<file path="config.mk">
export PLATFORM = sky130hd
export DESIGN_NAME = pkt_counter_bank_flat
export DESIGN_NICKNAME = d
export VERILOG_FILES = /design/src/rtl/pkt_counter_bank_if.sv /design/src/rtl/pkt_counter_bank.sv /design/src/flat_wrapper.sv
export SDC_FILE = /design/constraint.sdc
export NUM_CORES = 2
export LEC_CHECK = 0
export CAP_MARGIN = 20
export CORE_MARGIN = 2
export CORE_UTILIZATION = 25
export CTS_BUF_LIST = sky130_fd_sc_hd__clkbuf_8
export DETAILED_ROUTE_END_ITERATION = 10
export PLACE_DENSITY = 0.43
export SETUP_SLACK_MARGIN = 0.05
export SLEW_MARGIN = 0
export SYNTH_ARGS = -nofsm -noshare
export SYNTH_HDL_FRONTEND = slang
export SYNTH_SLANG_ARGS = --single-unit
</file>
<file path="constraint.sdc">
create_clock -name clk -period 3.95 [get_ports clk]
set_input_delay 0.79 -clock clk [delete_from_list [all_inputs] [get_ports clk]]
set_output_delay 0.79 -clock clk [all_outputs]
set_load 0.03 [all_outputs]
</file>
<file path="src/rtl/pkt_counter_bank_if.sv">
// pkt_counter_bank_if: AXI4-Lite control bus bundle for pkt_counter_bank.
// Signals: aw* write address, w* write data, b* write response,
//          ar* read address, r* read data; all 32-bit data, AW-bit byte address.
// Modports: slave (the counter bank), master (the interconnect / bench side).
interface pkt_counter_bank_if #(
    parameter int AW = 8
);
    logic [AW-1:0] awaddr;
    logic          awvalid;
    logic          awready;
    logic [2:0]    awprot;
    logic [31:0]   wdata;
    logic [3:0]    wstrb;
    logic          wvalid;
    logic          wready;
    logic [1:0]    bresp;
    logic          bvalid;
    logic          bready;
    logic [AW-1:0] araddr;
    logic          arvalid;
    logic          arready;
    logic [2:0]    arprot;
    logic [31:0]   rdata;
    logic [1:0]    rresp;
    logic          rvalid;
    logic          rready;
    modport slave (
        input  awaddr, awvalid, awprot, wdata, wstrb, wvalid, bready,
        input  araddr, arvalid, arprot, rready,
        output awready, wready, bresp, bvalid, arready, rdata, rresp, rvalid
    );
    modport master (
        output awaddr, awvalid, awprot, wdata, wstrb, wvalid, bready,
        output araddr, arvalid, arprot, rready,
        input  awready, wready, bresp, bvalid, arready, rdata, rresp, rvalid
    );
endinterface

</file>
<file path="src/rtl/pkt_counter_bank.sv">
// pkt_counter_bank: NCH packet counters with snapshot bank, clear, sticky overflow and AXI4-Lite slave.
// Ports: clk     - clock, rising edge
//        resetn  - asynchronous active-low reset
//        pkt_inc - per-channel one-cycle increment strobes
//        s_axi   - AXI4-Lite slave (ID, CTRL, OVF, SNAP_HI/LO[i] registers)
module pkt_counter_bank #(
    parameter int NCH = 8,
    parameter int CW  = 48,
    parameter int SAT = 1,
    parameter int AW  = 8
) (
    input  logic             clk,
    input  logic             resetn,
    input  logic [NCH-1:0]   pkt_inc,
    pkt_counter_bank_if.slave s_axi
);
    localparam logic [1:0] W_IDLE   = 2'd0;
    localparam logic [1:0] W_ACCEPT = 2'd1;
    localparam logic [1:0] W_RESP   = 2'd2;
    localparam logic [0:0] R_IDLE   = 1'b0;
    localparam logic [0:0] R_RESP   = 1'b1;
    // highest word index that belongs to the register map
    localparam int LAST = 3 + 2 * NCH;

    if (NCH < 1 || NCH > 30 || LAST >= 2 ** (AW - 2) || CW < 1 || CW > 64) begin : g_bad_cfg
        $error("pkt_counter_bank: unsupported NCH/CW/AW combination");
    end

    logic [1:0]    r_wstate;
    logic [1:0]    r_bresp;
    logic [0:0]    r_rstate;
    logic          r_arready;
    logic [31:0]   r_rdata;
    logic [1:0]    r_rresp;
    logic [CW-1:0] r_cnt  [NCH];
    logic [CW-1:0] r_snap [NCH];
    logic [NCH-1:0] r_ovf;

    logic [31:0]    w_widx;
    logic [31:0]    w_ridx;
    logic           w_wr;
    logic           w_snap;
    logic           w_clr;
    logic [NCH-1:0] w_w1c;
    logic [NCH-1:0] w_ovf_ev;
    logic [1:0]     w_bresp;
    logic [31:0]    w_rdata;
    logic [1:0]     w_rresp;
    logic           w_unused;

    assign w_widx  = 32'(s_axi.awaddr[AW-1:2]);
    assign w_ridx  = 32'(s_axi.araddr[AW-1:2]);
    // register actions fire only in the single accept cycle
    assign w_wr    = r_wstate == W_ACCEPT;
    assign w_snap  = w_wr && w_widx == 1 && s_axi.wdata[0];
    assign w_clr   = w_wr && w_widx == 1 && s_axi.wdata[1];
    assign w_w1c   = (w_wr && w_widx == 2) ? s_axi.wdata[NCH-1:0] : '0;
    assign w_bresp = (w_widx == 1 || w_widx == 2) ? 2'd0 : w_widx <= LAST ? 2'd2 : 2'd3;
    assign w_unused = &{1'b0, s_axi.awaddr[1:0], s_axi.araddr[1:0], s_axi.awprot,
                        s_axi.arprot, s_axi.wstrb, s_axi.wdata};

    // an increment lost to a same-cycle clear is not an overflow
    always_comb begin
        w_ovf_ev = '0;
        for (int i = 0; i < NCH; i++) w_ovf_ev[i] = pkt_inc[i] && (&r_cnt[i]) && !w_clr;
    end

    always_comb begin
        w_rdata = '0;
        w_rresp = 2'd0;
        if (w_ridx == 0) w_rdata = {16'h5043, 8'(CW), 8'(NCH)};
        else if (w_ridx == 2) w_rdata = 32'(r_ovf);
        else if (w_ridx > LAST) w_rresp = 2'd3;
        for (int i = 0; i < NCH; i++) begin
            if (w_ridx == 4 + 2 * i) w_rdata = 32'(64'(r_snap[i]) >> 32);
            if (w_ridx == 5 + 2 * i) w_rdata = 32'(r_snap[i]);
        end
    end

    // snapshot takes the pre-increment, pre-clear value, giving atomic read-and-clear
    always_ff @(posedge clk or negedge resetn) begin
        if (!resetn) begin
            for (int i = 0; i < NCH; i++) begin
                r_cnt[i]  <= '0;
                r_snap[i] <= '0;
            end
            r_ovf <= '0;
        end else begin
            for (int i = 0; i < NCH; i++) begin
                if (w_snap) r_snap[i] <= r_cnt[i];
                r_cnt[i] <= w_clr ? '0 : !pkt_inc[i] ? r_cnt[i] : !(&r_cnt[i]) ? r_cnt[i] + 1'b1 :
                            SAT != 0 ? r_cnt[i] : '0;
            end
            r_ovf <= w_ovf_ev | (r_ovf & ~w_w1c);
        end
    end

    always_ff @(posedge clk or negedge resetn) begin
        if (!resetn) begin
            r_wstate <= W_IDLE;
            r_bresp  <= 2'd0;
        end else begin
            r_wstate <= r_wstate == W_IDLE ? ((s_axi.awvalid && s_axi.wvalid) ? W_ACCEPT : W_IDLE) :
                        r_wstate == W_ACCEPT ? W_RESP : s_axi.bready ? W_IDLE : W_RESP;
            if (w_wr) r_bresp <= w_bresp;
        end
    end

    always_ff @(posedge clk or negedge resetn) begin
        if (!resetn) begin
            r_rstate  <= R_IDLE;
            r_arready <= 1'b0;
            r_rdata   <= '0;
            r_rresp   <= 2'd0;
        end else if (r_rstate == R_RESP) begin
            if (s_axi.rready) begin
                r_rstate  <= R_IDLE;
                r_arready <= 1'b1;
            end
        end else if (r_arready && s_axi.arvalid) begin
            r_rstate  <= R_RESP;
            r_arready <= 1'b0;
            r_rdata   <= w_rdata;
            r_rresp   <= w_rresp;
        end else begin
            r_arready <= 1'b1;
        end
    end

    assign s_axi.awready = w_wr;
    assign s_axi.wready  = w_wr;
    assign s_axi.bvalid  = r_wstate == W_RESP;
    assign s_axi.bresp   = r_bresp;
    assign s_axi.arready = r_arready;
    assign s_axi.rvalid  = r_rstate == R_RESP;
    assign s_axi.rdata   = r_rdata;
    assign s_axi.rresp   = r_rresp;
endmodule

</file>
<file path="src/flat_wrapper.sv">
// flat-port wrapper written by rule: the top's interface ports become plain ports
module pkt_counter_bank_flat 
#(
    parameter int NCH = 8,
    parameter int CW  = 48,
    parameter int SAT = 1,
    parameter int AW  = 8
)
  (clk, resetn, pkt_inc, s_axi_awaddr, s_axi_awvalid, s_axi_awprot, s_axi_wdata, s_axi_wstrb, s_axi_wvalid, s_axi_bready, s_axi_araddr, s_axi_arvalid, s_axi_arprot, s_axi_rready, s_axi_awready, s_axi_wready, s_axi_bresp, s_axi_bvalid, s_axi_arready, s_axi_rdata, s_axi_rresp, s_axi_rvalid);
  pkt_counter_bank_if #(.AW(AW)) s_axi_i ();
  input  logic clk;
  input  logic resetn;
  input  logic [NCH-1:0] pkt_inc;
  input wire logic [$bits(s_axi_i.awaddr)-1:0] s_axi_awaddr;
  input wire logic [$bits(s_axi_i.awvalid)-1:0] s_axi_awvalid;
  input wire logic [$bits(s_axi_i.awprot)-1:0] s_axi_awprot;
  input wire logic [$bits(s_axi_i.wdata)-1:0] s_axi_wdata;
  input wire logic [$bits(s_axi_i.wstrb)-1:0] s_axi_wstrb;
  input wire logic [$bits(s_axi_i.wvalid)-1:0] s_axi_wvalid;
  input wire logic [$bits(s_axi_i.bready)-1:0] s_axi_bready;
  input wire logic [$bits(s_axi_i.araddr)-1:0] s_axi_araddr;
  input wire logic [$bits(s_axi_i.arvalid)-1:0] s_axi_arvalid;
  input wire logic [$bits(s_axi_i.arprot)-1:0] s_axi_arprot;
  input wire logic [$bits(s_axi_i.rready)-1:0] s_axi_rready;
  output wire logic [$bits(s_axi_i.awready)-1:0] s_axi_awready;
  output wire logic [$bits(s_axi_i.wready)-1:0] s_axi_wready;
  output wire logic [$bits(s_axi_i.bresp)-1:0] s_axi_bresp;
  output wire logic [$bits(s_axi_i.bvalid)-1:0] s_axi_bvalid;
  output wire logic [$bits(s_axi_i.arready)-1:0] s_axi_arready;
  output wire logic [$bits(s_axi_i.rdata)-1:0] s_axi_rdata;
  output wire logic [$bits(s_axi_i.rresp)-1:0] s_axi_rresp;
  output wire logic [$bits(s_axi_i.rvalid)-1:0] s_axi_rvalid;
  assign s_axi_i.awaddr = s_axi_awaddr;
  assign s_axi_i.awvalid = s_axi_awvalid;
  assign s_axi_i.awprot = s_axi_awprot;
  assign s_axi_i.wdata = s_axi_wdata;
  assign s_axi_i.wstrb = s_axi_wstrb;
  assign s_axi_i.wvalid = s_axi_wvalid;
  assign s_axi_i.bready = s_axi_bready;
  assign s_axi_i.araddr = s_axi_araddr;
  assign s_axi_i.arvalid = s_axi_arvalid;
  assign s_axi_i.arprot = s_axi_arprot;
  assign s_axi_i.rready = s_axi_rready;
  assign s_axi_awready = s_axi_i.awready;
  assign s_axi_wready = s_axi_i.wready;
  assign s_axi_bresp = s_axi_i.bresp;
  assign s_axi_bvalid = s_axi_i.bvalid;
  assign s_axi_arready = s_axi_i.arready;
  assign s_axi_rdata = s_axi_i.rdata;
  assign s_axi_rresp = s_axi_i.rresp;
  assign s_axi_rvalid = s_axi_i.rvalid;
  pkt_counter_bank #(.NCH(NCH), .CW(CW), .SAT(SAT), .AW(AW)) u_core (.clk(clk), .resetn(resetn), .pkt_inc(pkt_inc), .s_axi(s_axi_i));
endmodule
</file>
==> impl.org <==
** Yosys
- Top cells by area, synth :: dfrtp_1, mux2_2, xor2_1
- Yosys warnings :: 0
- Sequential share of the synthesized area :: around half
- Cell taking the most area after synthesis :: dfrtp_1
- Fraction of synthesized cell area taken by the top area cell type :: between 50 and 60%
- Post-Synthesis Cells :: 3911
- Net count after synthesis :: around 4000
- In the synthesized netlist the dominant register cell turns out to be dfrtp_1.
- After synthesis, the share of flip-flops with an asynchronous set or reset is 100%.
- Number of enable flip-flop cells after synthesis :: 0
- Most frequent cells after synthesis :: dfrtp_1, mux2_2, nor2_1
- Number of synthesized register bits :: 815
- Synthesis instantiated 74 different standard cells from the library.
- The mapped netlist covers 40500 sq um.
- By instance count, the leading cell after synthesis is dfrtp_1.
- Synthesized area per cell :: 10.4 sq um

** Power and ir drop
- PD cells :: 420 nW/um^2
- Across the VDD grid, the largest voltage drop is 0.337 mV.
- In this run the static leakage power is 20.9 nW.

** Timing
- Slew Limit Headroom :: roughly 16%
- Dividing the final minimum period by the clock period gives between 80% and 90%.
- The number of endpoints with negative hold slack in the final report was 0.
- Derived from the worst setup path, the maximum achievable clock frequency is 311 MHz.
- Worst Skew :: about 69 ps
- In the final timing run, aggregate negative setup slack is 0 ps.
- Post-layout min period :: 3210 ps
- Max-slew violation count :: 0
- Setup violations remaining at the end of the flow were counted as 0.
- Setup repair after global routing left no endpoint under its margin.
- For the pin with the worst max-slew slack, the measured transition is 1260 ps.
- Worst-case setup margin in the final layout :: 738 ps

** Clock network
- The clock passes through at most 3 buffers.
- For the worst-skew pair, the clock arrives at the later sink with an insertion delay of 910 ps.
- H-tree levels :: 4
- Clock Pin Slew Worst Setup and Hold Paths :: 60 ps
- CTS Buf Count :: 155
- Root buffer cell :: clkbuf_8
- TritonCTS clock tree :: built
- Num Clock Sinks :: 815
- Count of buffers added by post-CTS timing repair for setup :: 0

** Cells and area
- Relative to the synthesized area, the layout overhead comes to 18.0%.
- Final layout net count :: approximately 4200
- Fill cells in the final layout number 16900.
- Fraction of layout instances using a drive strength above 1 :: a little under a fifth

** Worst setup path
- The worst setup path is of the flop to output pin kind.
- The number of cells on the worst reg-to-reg path is 7.
- Crit path buf inv count :: 2
- Worst path max stage delay :: 690 ps
- On the critical path, the stage with the largest delay is an instance of clkdlybuf4s50_1.
- STA classifies the critical path startpoint as a flop.
- Crit-path leading delay family :: buffers and inverters
- In this run the critical register-to-register path is captured at u_core.r_cnt[241]$_DFFE_PN0P_.
- Endpoint required time on the critical path :: around 3200 ps
- Critical-path cell list :: nand2b_1 > inv_1 > clkdlybuf4s50_1
- In this run the critical register-to-register path is launched from u_core.r_cnt[274]$_DFFE_PN0P_.
- Maximum fanout count along the critical path :: 7
- The worst setup path is captured at an output pin.
- Data on the critical path arrives at its endpoint at roughly 2400 ps.
- Reg2reg setup slack :: 740 ps

** GRT
- Number of global-route vias before repair :: around 32000
- In the global route stage, overall resource usage came out at 17.8%.
- The first global-routing pass estimated around 220000 um of wire.
- Gr ovfl total :: 0
- Entering global routing, the biggest net connects between 90 and 100 pins.
- Initial antenna violation count :: 6

** Drt
- Across all layers, the routed design uses ~33000 vias.
- Detailed Route Iter0 Violations :: 2800
- DRC violation count after routing :: 0
- Dividing the detail-routed via count by the number of cells gives roughly 5.
- Final wirelength :: 147000 um
- Count of antenna-violating nets left after detailed routing :: 0
- Final routed wire length divided by cell count :: 23.2 um
- Number of detailed-routing iterations run before antenna repair :: 6

** Floorplan
- The die covers 165000 sq um.
- The floorplan step set the die height to between 400 and 500 um.
- The initialized floorplan defines 147 standard-cell rows.
- Core box area :: 161000 sq um
- Measured along the x axis, the die boundary spans around 410 um.
- Initial Util :: between 20 and 30%
- Top Ports :: around 110

** Status
- The run finished with clean final reports.

** Worst hold path
- In this run the worst hold path is classified as input pin to flop.
- The startpoint identified for the worst hold timing path is s_axi_wvalid.
- Counting instances, the worst hold path has a depth of 2.
- Endpoint, Worst Hold :: u_core.r_wstate[0]$_DFF_PN0_

** Flow run
- Count of maximum capacitance violations :: 0

** Placement
- At the placement stage, the worst setup path has a slack of 52.1 ps.
- Final RePlAce weighted congestion :: a little under 0.9
- Estimated wirelength of the detail-placed design :: about 110000 um
- In this run the tool buffered the top-level ports with 75 buffer cells.
## cells by family after synthesis
logic type,Yosys count,share of synthesized area (%)
AND/OR/NAND/NOR,1456,18.7
XOR/XNOR,216,4.67
flip-flops,815,50.4
adder cells (fa/ha/maj),8,0.247
multiplexers,413,11.8
buffers and inverters,294,2.80
AO/OA/AOI/OAI,709,11.4
## worst reg2reg max path: cells and delay by family, from the launching register on
family | cells | cell delay, ps
buffers and inverters | 1 | 250
muxes | 1 | 210
AOI/OAI and AO/OA | 1 | 300
and+or+nand+nor | 4 | 1820
DFF | 1 | 500
## layout by cell type, fill, tap and decap left out, drive strengths merged, types with 11 or more instances in the layout
master,Yosys,routed
a211oi,14,14
a21o,22,22
a21oi,183,183
a222oi,29,29
a22oi,30,30
a31oi,20,20
and2,34,34
and3,80,80
and4,55,55
buf,28,180
clkbuf,217,186
clkdlybuf4s50,0,72
clkinv,0,18
dfrtp,815,815
inv,49,115
mux2,360,360
mux2i,37,37
mux4,16,16
nand2,289,289
nand2b,25,25
nand3,160,160
nand4,157,157
nor2,350,350
nor3,48,48
nor4,50,50
o2111ai,38,38
o211ai,52,52
o21a,11,11
o21ai,171,171
o22ai,18,18
o31ai,50,50
or3,85,85
or4,82,82
xnor2,52,52
xor2,164,164
## layout make-up
cell class	instances	area (sq um)	area share, %
Antenna cell	4	10.0	0.0209
Sequential cell	815	20400	42.7
Timing Repair Buffer	253	2430	5.08
Clock buffer	186	2560	5.36
Inverter	49	184	0.385
Multi-Input combinational cell	2802	19000	39.8
Clock inverter	85	503	1.05
Tap cell	2160	2700	5.65
## where the power goes
| group | internal, W | switching [W] |
|---|---|---|
| sequential | 0.00880 | 0.000709 |
| clock | 0.00438 | 0.00402 |
| combinational | 0.000819 | 0.00135 |
| total | 0.0140 | 0.00608 |
## worst max path at each step
stage,startpoint,end,slack [ps],depth (start not counted)
floorplan,s_axi_awaddr[6],u_core.r_cnt[191]$_DFFE_PN0P_,680,7
global placement,s_axi_araddr[4],u_core.s_axi.rdata[25]$_DFFE_PN0P_,70,10
detailed placement,s_axi_awaddr[6],u_core.r_cnt[373]$_DFFE_PN0P_,50,10
CTS,u_core.r_wstate[1]$_DFF_PN0_,s_axi_awready,640,3
global route,u_core.r_cnt[101]$_DFFE_PN0P_,u_core.r_cnt[140]$_DFFE_PN0P_,570,7
finish,u_core.r_wstate[1]$_DFF_PN0_,s_axi_wready,740,3
## stage by stage
step / instances / total power, W / hold slack (ps) / util [%] / area [sq um]
3_3_place_gp: 6078 / 0.0118 / 465 / 27.8 / 44700
5_1_grt: 6351 / 0.0210 / 447 / 29.7 / 47800
6_report: 6354 / 0.0201 / 476 / 29.7 / 47800
4_1_cts: 6350 / 0.0204 / 379 / 29.7 / 47800
2_1_floorplan: 3911 / 0.0106 / 433 / - / 40500
3_5_place_dp: 6078 / 0.0118 / 467 / 27.8 / 44700
## sequential cells by signal (all words and copies together) (netlist names)
| register | flops |
|---|---|
| u_core.r_cnt | 384 |
| u_core.r_ovf | 8 |
| u_core.r_snap | 384 |
| u_core.r_wstate | 2 |
| u_core.s_axi.arready | 1 |
| u_core.s_axi.bresp | 2 |
| u_core.s_axi.rdata | 32 |
| u_core.s_axi.rresp | 1 |
| u_core.s_axi.rvalid | 1 |
## repair_timing
action,in CTS,in global routing
hold endpoints to repair,46,0
gates resized for setup,0,0
hold buffers,1,0
## per-layer routing
metal  vias up  global-route usage, %  share of wire (%)
met5         -                      0             0.0054
met4         2                   4.61                2.1
met3       152                   2.82                4.7
met2       823                   26.5                 44
met1     16800                   26.6                 49
li1      14800                      -                  -
Power figures use the tool's default switching activity.
